[src/rtl/regfile_sb_if.sv]
// Register file bus: read ports, writeback port, scoreboard reservation and pending count.
// Master = decode/issue + writeback side, slave = the register file.
interface regfile_sb_if #(
    parameter int unsigned DATA_W = 32,
    parameter int unsigned ADDR_W = 5,
    parameter int unsigned N_RD   = 2
);
    logic [N_RD*ADDR_W-1:0] rd_addr;
    logic [N_RD*DATA_W-1:0] rd_data;
    logic [N_RD-1:0]        rd_busy;
    logic                   we;
    logic [ADDR_W-1:0]      wa;
    logic [DATA_W-1:0]      wd;
    logic                   res_en;
    logic [ADDR_W-1:0]      res_addr;
    logic [ADDR_W:0]        pend_cnt;

    modport master (
        output rd_addr, we, wa, wd, res_en, res_addr,
        input  rd_data, rd_busy, pend_cnt
    );

    modport slave (
        input  rd_addr, we, wa, wd, res_en, res_addr,
        output rd_data, rd_busy, pend_cnt
    );
endinterface

[src/rtl/regfile_sb.sv]
// Multi-read-port register file with a per-register pending-bit scoreboard.
// Reads are registered (1-cycle latency); register 0 is hardwired to zero when ZERO_REG=1.
// Optional macro REGFILE_BYPASS_EN: read ports forward same-edge write data and
// report post-edge pending state; undefined, reads always see pre-edge state.
module regfile_sb #(
    parameter int unsigned DATA_W   = 32,
    parameter int unsigned ADDR_W   = 5,
    parameter int unsigned N_RD     = 2,
    parameter int unsigned ZERO_REG = 1
) (
    input  logic          clk,
    input  logic          rst_n,
    regfile_sb_if.slave   bus
);
    localparam int unsigned DEPTH = 2**ADDR_W;
    localparam int unsigned CNT_W = ADDR_W + 1;

    logic [DATA_W-1:0]      regs [DEPTH];
    logic [DEPTH-1:0]       pend_q;
    logic [DEPTH-1:0]       pend_c;
    logic [CNT_W-1:0]       cnt_c;
    logic [CNT_W-1:0]       pend_cnt_q;
    logic [N_RD*DATA_W-1:0] rd_data_q;
    logic [N_RD-1:0]        rd_busy_q;
    logic [DATA_W-1:0]      rdat_c [N_RD];
    logic [N_RD-1:0]        rbusy_c;
    logic                   wr_ok_c;
    logic                   res_ok_c;

    // Writes and reserves aimed at the hardwired zero register are dropped
    assign wr_ok_c  = bus.we     && !((ZERO_REG != 0) && (bus.wa == '0));
    assign res_ok_c = bus.res_en && !((ZERO_REG != 0) && (bus.res_addr == '0));

    // Next pending vector: write clears first, a same-cycle reserve (newer producer) wins
    always_comb begin
        pend_c = pend_q;
        if (wr_ok_c) begin
            pend_c[bus.wa] = 1'b0;
        end
        if (res_ok_c) begin
            pend_c[bus.res_addr] = 1'b1;
        end
    end

    // Popcount of the next pending vector, registered alongside the bits
    always_comb begin
        cnt_c = '0;
        for (int unsigned i = 0; i < DEPTH; i++) begin
            cnt_c = cnt_c + CNT_W'(pend_c[i]);
        end
    end

    // Per-port read selection
    for (genvar g = 0; g < N_RD; g++) begin : g_rd
        logic [ADDR_W-1:0] ra;
        assign ra = bus.rd_addr[g*ADDR_W +: ADDR_W];
`ifdef REGFILE_BYPASS_EN
        assign rdat_c[g]  = (wr_ok_c && (bus.wa == ra)) ? bus.wd : regs[ra];
        assign rbusy_c[g] = pend_c[ra];
`else
        assign rdat_c[g]  = regs[ra];
        assign rbusy_c[g] = pend_q[ra];
`endif
    end

    // Register array write port
    always_ff @(posedge clk or negedge rst_n) begin
        if (!rst_n) begin
            for (int unsigned i = 0; i < DEPTH; i++) begin
                regs[i] <= '0;
            end
        end else if (wr_ok_c) begin
            regs[bus.wa] <= bus.wd;
        end
    end

    // Scoreboard bits and pending count
    always_ff @(posedge clk or negedge rst_n) begin
        if (!rst_n) begin
            pend_q     <= '0;
            pend_cnt_q <= '0;
        end else begin
            pend_q     <= pend_c;
            pend_cnt_q <= cnt_c;
        end
    end

    // Registered read data and busy flags
    always_ff @(posedge clk or negedge rst_n) begin
        if (!rst_n) begin
            rd_data_q <= '0;
            rd_busy_q <= '0;
        end else begin
            for (int unsigned i = 0; i < N_RD; i++) begin
                rd_data_q[i*DATA_W +: DATA_W] <= rdat_c[i];
            end
            rd_busy_q <= rbusy_c;
        end
    end

    assign bus.rd_data  = rd_data_q;
    assign bus.rd_busy  = rd_busy_q;
    assign bus.pend_cnt = pend_cnt_q;
endmodule
[src/flat_wrapper.sv]
// flat-port wrapper written by rule: the top's interface ports become plain ports
module regfile_sb_flat 
#(
    parameter int unsigned DATA_W   = 32,
    parameter int unsigned ADDR_W   = 5,
    parameter int unsigned N_RD     = 2,
    parameter int unsigned ZERO_REG = 1
)
  (clk, rst_n, bus_rd_addr, bus_we, bus_wa, bus_wd, bus_res_en, bus_res_addr, bus_rd_data, bus_rd_busy, bus_pend_cnt);
  regfile_sb_if #(.DATA_W(DATA_W), .ADDR_W(ADDR_W), .N_RD(N_RD)) bus_i ();
  input  logic clk;
  input  logic rst_n;
  input wire logic [$bits(bus_i.rd_addr)-1:0] bus_rd_addr;
  input wire logic [$bits(bus_i.we)-1:0] bus_we;
  input wire logic [$bits(bus_i.wa)-1:0] bus_wa;
  input wire logic [$bits(bus_i.wd)-1:0] bus_wd;
  input wire logic [$bits(bus_i.res_en)-1:0] bus_res_en;
  input wire logic [$bits(bus_i.res_addr)-1:0] bus_res_addr;
  output wire logic [$bits(bus_i.rd_data)-1:0] bus_rd_data;
  output wire logic [$bits(bus_i.rd_busy)-1:0] bus_rd_busy;
  output wire logic [$bits(bus_i.pend_cnt)-1:0] bus_pend_cnt;
  assign bus_i.rd_addr = bus_rd_addr;
  assign bus_i.we = bus_we;
  assign bus_i.wa = bus_wa;
  assign bus_i.wd = bus_wd;
  assign bus_i.res_en = bus_res_en;
  assign bus_i.res_addr = bus_res_addr;
  assign bus_rd_data = bus_i.rd_data;
  assign bus_rd_busy = bus_i.rd_busy;
  assign bus_pend_cnt = bus_i.pend_cnt;
  regfile_sb #(.DATA_W(DATA_W), .ADDR_W(ADDR_W), .N_RD(N_RD), .ZERO_REG(ZERO_REG)) u_core (.clk(clk), .rst_n(rst_n), .bus(bus_i));
endmodule
[config.mk]
export PLATFORM = sky130hd
export DESIGN_NAME = regfile_sb_flat
export DESIGN_NICKNAME = d
export VERILOG_FILES = /design/src/rtl/regfile_sb_if.sv /design/src/rtl/regfile_sb.sv /design/src/flat_wrapper.sv
export SDC_FILE = /design/constraint.sdc
export NUM_CORES = 2
export LEC_CHECK = 0
export CAP_MARGIN = 30
export CORE_UTILIZATION = 30
export DETAILED_ROUTE_END_ITERATION = 16
export PLACE_DENSITY = 0.49
export SYNTH_ARGS = -nofsm -noshare
export SYNTH_HDL_FRONTEND = slang
export SYNTH_SLANG_ARGS = --single-unit
export TNS_END_PERCENT = 100
[constraint.sdc]
create_clock -name clk -period 5.7 [get_ports clk]
set_clock_uncertainty 0.2 [all_clocks]
set_input_delay 1.14 -clock clk [delete_from_list [all_inputs] [get_ports clk]]
set_output_delay 1.14 -clock clk [all_outputs]
set_load 0.005 [all_outputs]
# [Word level (Yosys, flattened, before mapping)]
# Index checks and enable logic that the tools add are counted.
[word_totals] romBits=0 regBits=1128 latchBits=0 output_inout_bits=72 memories=0 ram_bits=0
[op_classes] n_div=0 n_eq_ne=0 bitwise=6 shifts=0 n_mul=0 magnitude_cmp=10 n_mux=19 reduce_logical=9 n_addsub=31
[ops] op="bitwise mux 1024 bit" n=1
[ops] op="binary-select mux 32 bit (select 5 bit)" n=2
[ops] op="2-to-1 mux 32 bit" n=7
[ops] op="adder 6 x 1 -> 6 bit" n=30
[ops] op="demux 32 bit (select 5 bit)" n=1
[ops] op="bitwise AND 32 bit" n=1
[ops] op="NOT 32 bit" n=1
[ops] op="OR 32 bit" n=1
[ops] op="< comparator 5 x 6 -> 1 bit, second input constant" n=4
[ops] op="greater-or-equal comparator 6 bit, second input constant" n=3
[ops] op="NOT 5 -> 6 bit" n=3
[ops] op="binary-select mux 1 bit (select 5 bit)" n=2
[ops] op="demux 1 bit (select 5 bit)" n=2
[ops] op="greater-or-equal comparator 5 x 1 -> 1 bit, second input constant" n=2
[ops] op="logical NOT 5 bit" n=2
[ops] op="< comparator 6 x 1 -> 1 bit, second input constant" n=1
[ops] op="logical AND 1 bit" n=5
[ops] op="2-to-1 mux 1 bit" n=4
[ops] op="adder 1 x 1 -> 2 bit" n=1
[ops] op="logical NOT 1 bit" n=2

# [Longest topological paths before layout]
[depth] word_depth=40 ltp_mapped=23 mapped_depth_nobuf=20

# [Worst setup path after synthesis]
# Ideal clock, no wire load.
[synth_path] path_type="input to register" start="in bus_wa[0]" end="reg u_core.pend_cnt_q[4] (netlist: u_core.bus.pend_cnt[4])" arrival_time_ns=6.744 cell_stages=22 slack_ns=-1.324 path_cell_list="buf_2 and3b_1 buf_2 nand2_1 buf_2 a22o_1 ha_1 fa_1 inv_1 fa_1 fa_1 inv_1 fa_1 inv_1 fa_1 inv_1 fa_1 fa_1 fa_1 a21o_1 a21oi_1 xnor2_1"
[synth_between] elab_chain_cells=40 elab_cells_between_ends=44 classes_between="add/sub (31); order compare (2); mux (4); bitwise (3); reduce/logical (4)"
[synth_lines] item="start, declared" line="flat_wrapper.sv:15" source="input wire logic [$bits(bus_i.wa)-1:0] bus_wa;"
[synth_lines] item="< comparator 5 x 6 -> 1 bit (implied by the code) / greater-or-equal comparator 5 x 1 -> 1 bit (equally long branches)" line="regfile_sb.sv:38" source="pend_c[bus.wa] = 1'b0;"
[synth_lines] item="logical AND 1 bit (implied by the code)" line="regfile_sb.sv:38"
[synth_lines] item="2-to-1 mux 1 bit (implied by the code)" line="regfile_sb.sv:38"
[synth_lines] item="demux 1 bit (select 5 bit)"
[synth_lines] item="NOT 32 bit (no source line)"
[synth_lines] item="bitwise AND 32 bit (no source line)"
[synth_lines] item="2-to-1 mux 32 bit (*)" line="regfile_sb.sv:37" source="if (wr_ok_c) begin"
[synth_lines] item="OR 32 bit (no source line)"
[synth_lines] item="2-to-1 mux 32 bit (*)" line="regfile_sb.sv:40" source="if (res_ok_c) begin"
[synth_lines] item="net u_core.pend_c[1]" line="regfile_sb.sv:20" source="logic [DEPTH-1:0] pend_c;"
[synth_lines] item="adder 1 x 1 -> 2 bit (*)" line="regfile_sb.sv:49" source="cnt_c = cnt_c + CNT_W'(pend_c[i]);"
[synth_lines] item="adder 6 x 1 -> 6 bit (*) (30 in series)" line="regfile_sb.sv:49"
[synth_lines] item="net u_core.cnt_c[4]" line="regfile_sb.sv:21" source="logic [CNT_W-1:0] cnt_c;"
[synth_lines] item="end signal, assigned" line="regfile_sb.sv:84" source="pend_cnt_q <= cnt_c;"
[synth_lines] item="end, declared" line="regfile_sb.sv:22" source="logic [CNT_W-1:0] pend_cnt_q;"
# The timed path passes the listed nets; every way through them passes the cells marked *.
# A chain may end at the register's enable or synchronous reset.

# [Worst setup path in the final report]
[layout_path] start="in bus_wa[1]" end="reg u_core.pend_cnt_q[4] (netlist: u_core.bus.pend_cnt[4])"
# Same word-level chain as after synthesis.

==> metrics.txt <==
CP Launch Type=input pin; Slew @ Worst Pin=1050 ps; first-pass GRT wire length=308,000 um; Initial Util=30.2%; Area after DPL=65,900 um2; EDFF count, synth=0; worst hold path class=in -> async; input/output buffers=127; Num CTS Buffers=137; Worst-Skew Late Latency=800 ps; post-layout minimum cycle time=5840 ps; vias in the first global route=43,400; Routed WL=209,000 um; Final WS setup=-140 ps; routability congestion estimate=0.803; largest net degree at the start of global routing=115; die width=451 um; Mean Syn Cell Area=12.0 um2; core area=200,000 um2; violated checks=setup timing; Design Area, Final=70,700 um2; WP buf/inv=5; critical path class=in -> reg; vias per cell=5.38; fillers=19,600; critical path's largest stage delay=550 ps; worst-path maximum fanout=4; RSZ-0062 raised after global routing=true; Yosys Warn Count=0; root buffer cell=clkbuf_16; htree depth=4; Hold Buf Count CTS=0; Seq. cell area=28,200 um2; hpwl dp=121,000 um; Mapped Nets=5,109; top_reg_cell synth=dfrtp_1; Rows=164; # DRC=0; fmax=171 MHz; CP required=6220 ps; DRT antenna net count=0; CP cell instances=buf_6 > and3b_2 > nand2_4 > a22o_4 > ha_4 > fa_1 > inv_2 > fa_1 > fa_1 > inv_2 > fa_1 > inv_2 > fa_1 > inv_1 > fa_1 > fa_2 > fa_2 > a21o_1 > a21oi_2 > xnor2_1; Area growth, synth to finish=17.0%; cell taking the most area after synthesis=dfrtp_1; asr flop ratio synth=100%; post-placement cell count=7,554; Slew HR=29.9%; Routed WL per cell=26.7 um; fin nets=5,146; PwrDens=385 nW/um2; final-report setup violation count=3; sequential share of the synthesized area=46.7%; arrival time worst endpoint=6360 ps; clock sink total=1,128; Iter 0 DRT Violations=2,978; Max Cap Violations=0; final worst path period share=102%; most frequent cell after synthesis=dfrtp_1; Multi-input gate area=29,800 um2; gr ovfl total=0; die area=203,000 um2; final hold vios=0; Crit path top cell by count=fa_1; synth unique cells=43; die height=451 um; Slowest-stage cell, CP=fa_1; Synth area leaders=dfrtp_1, mux2i_1, mux2_2; initial antenna violation count=14; Post-synth top cells=dfrtp_1, mux2i_1, mux2_2; Final Slew Violations=0; critical path capture point type=flip-flop; outcome=finished with violations; Initial DRT Pass Iterations=13; flops & latches, synth=1,128; fin cells=7,818; CTS tree=done; via count=42,100; IO Count=128; buffer levels on the longest clock path=3; GRT Util Overall=20.3%; layout cells sized above 1=29.1%; cell family with most CP delay=adder cells; share of the synthesized area in the top cell type=46.7%; Worst-path clk slew=60 ps; Leak=32.9 nW; Post-Syn Area=60,400 um2; Cells after Synth=5,021; maximum vdd ir drop=0.905 mV
placed cells by master, fill, tap and decap left out, drive strengths merged, types with 66 or more instances in the layout:
cell type,n
a22oi,205
nor3,69
clkdlybuf4s50,112
a31oi,66
clkbuf,228
nand2,335
nand3,200
mux2,960
mux2i,1056
a22o,150
a21oi,200
dfrtp,1128
buf,281
through the flow:
stage          power [mW]  setup TNS, ps  utilization, %  hold WS [ps]  setup WS [ps]
2_1_floorplan        15.7          -4060               -           249           -932
3_3_place_gp         18.0          -7000            32.5           184          -1390
3_5_place_dp         18.3          -7040            32.9           188          -1410
4_1_cts              27.3           -416            35.2           166           -233
5_1_grt              28.9           -695            35.4           200           -267
6_report             27.2           -270            35.4           159           -140
registers in the layout (all words and copies together), names as in the netlist:
register / count
u_core.bus.pend_cnt: 6
u_core.regs: 1024
u_core.bus.rd_busy: 2
u_core.bus.rd_data: 64
u_core.pend_q: 32
final timing paths:
kind	start	end	slack, ps	cells after the start
setup / recovery	bus_wa[1]	u_core.bus.pend_cnt[4]$_DFF_PN0_	-140	20
hold / removal	rst_n	u_core.regs[227]$_DFFE_PN0P_	160	1
setup reg to reg	u_core.pend_q[1]$_DFF_PN0_	u_core.bus.pend_cnt[4]$_DFF_PN0_	210	17
hold reg to reg	u_core.regs[1012]$_DFFE_PN0P_	u_core.regs[1012]$_DFFE_PN0P_	190	0
max in group asynchronous	rst_n	u_core.regs[627]$_DFFE_PN0P_	3920	2
min in group clk	u_core.regs[1012]$_DFFE_PN0P_	u_core.regs[1012]$_DFFE_PN0P_	190	0
per-layer routing:
metal	vias to the layer above	track usage [%]	share of wire, %
met3	320	2.67	4.1
met1	22300	27.4	45
met5	-	0	0.017
met4	6	6.61	3.0
li1	18400	-	-
met2	1047	33.5	48
final cells by class:
class | count | share of cell area (%)
Multi-Input combinational cell | 3346 | 42.1
Sequential cell | 1128 | 39.9
Timing Repair Buffer | 399 | 6.72
Clock buffer | 224 | 6.10
Tap cell | 2656 | 4.70
Clock inverter | 18 | 0.248
Inverter | 46 | 0.244
Antenna cell | 1 | 0.00354
logic make-up (layout without fill, tap and decap cells):
group,after synthesis,in the layout,share of synthesized area [%]
simple gates,665,665,5.20
mux,2016,2016,35.4
flops,1128,1128,46.7
xor+xnor,3,3,0.0435
buf+inv,547,687,4.59
other cells,0,1,0
compound gates,630,630,7.15
fa+ha+maj,32,32,0.960
power by group:
part           leakage (nW)  switching [mW]  internal (mW)
logic                  16.3            3.58           4.14
clock network          2.21            3.60           5.19
registers              14.4            1.12           9.60
total                  32.9            8.29           18.9
what timing repair did:
item,4_1_cts,5_1_grt
endpoints found under the setup margin,5,5
pin swaps,24,34
resized for setup,54,52
setup buffers,9,15
Power figures use the tool's default switching activity.
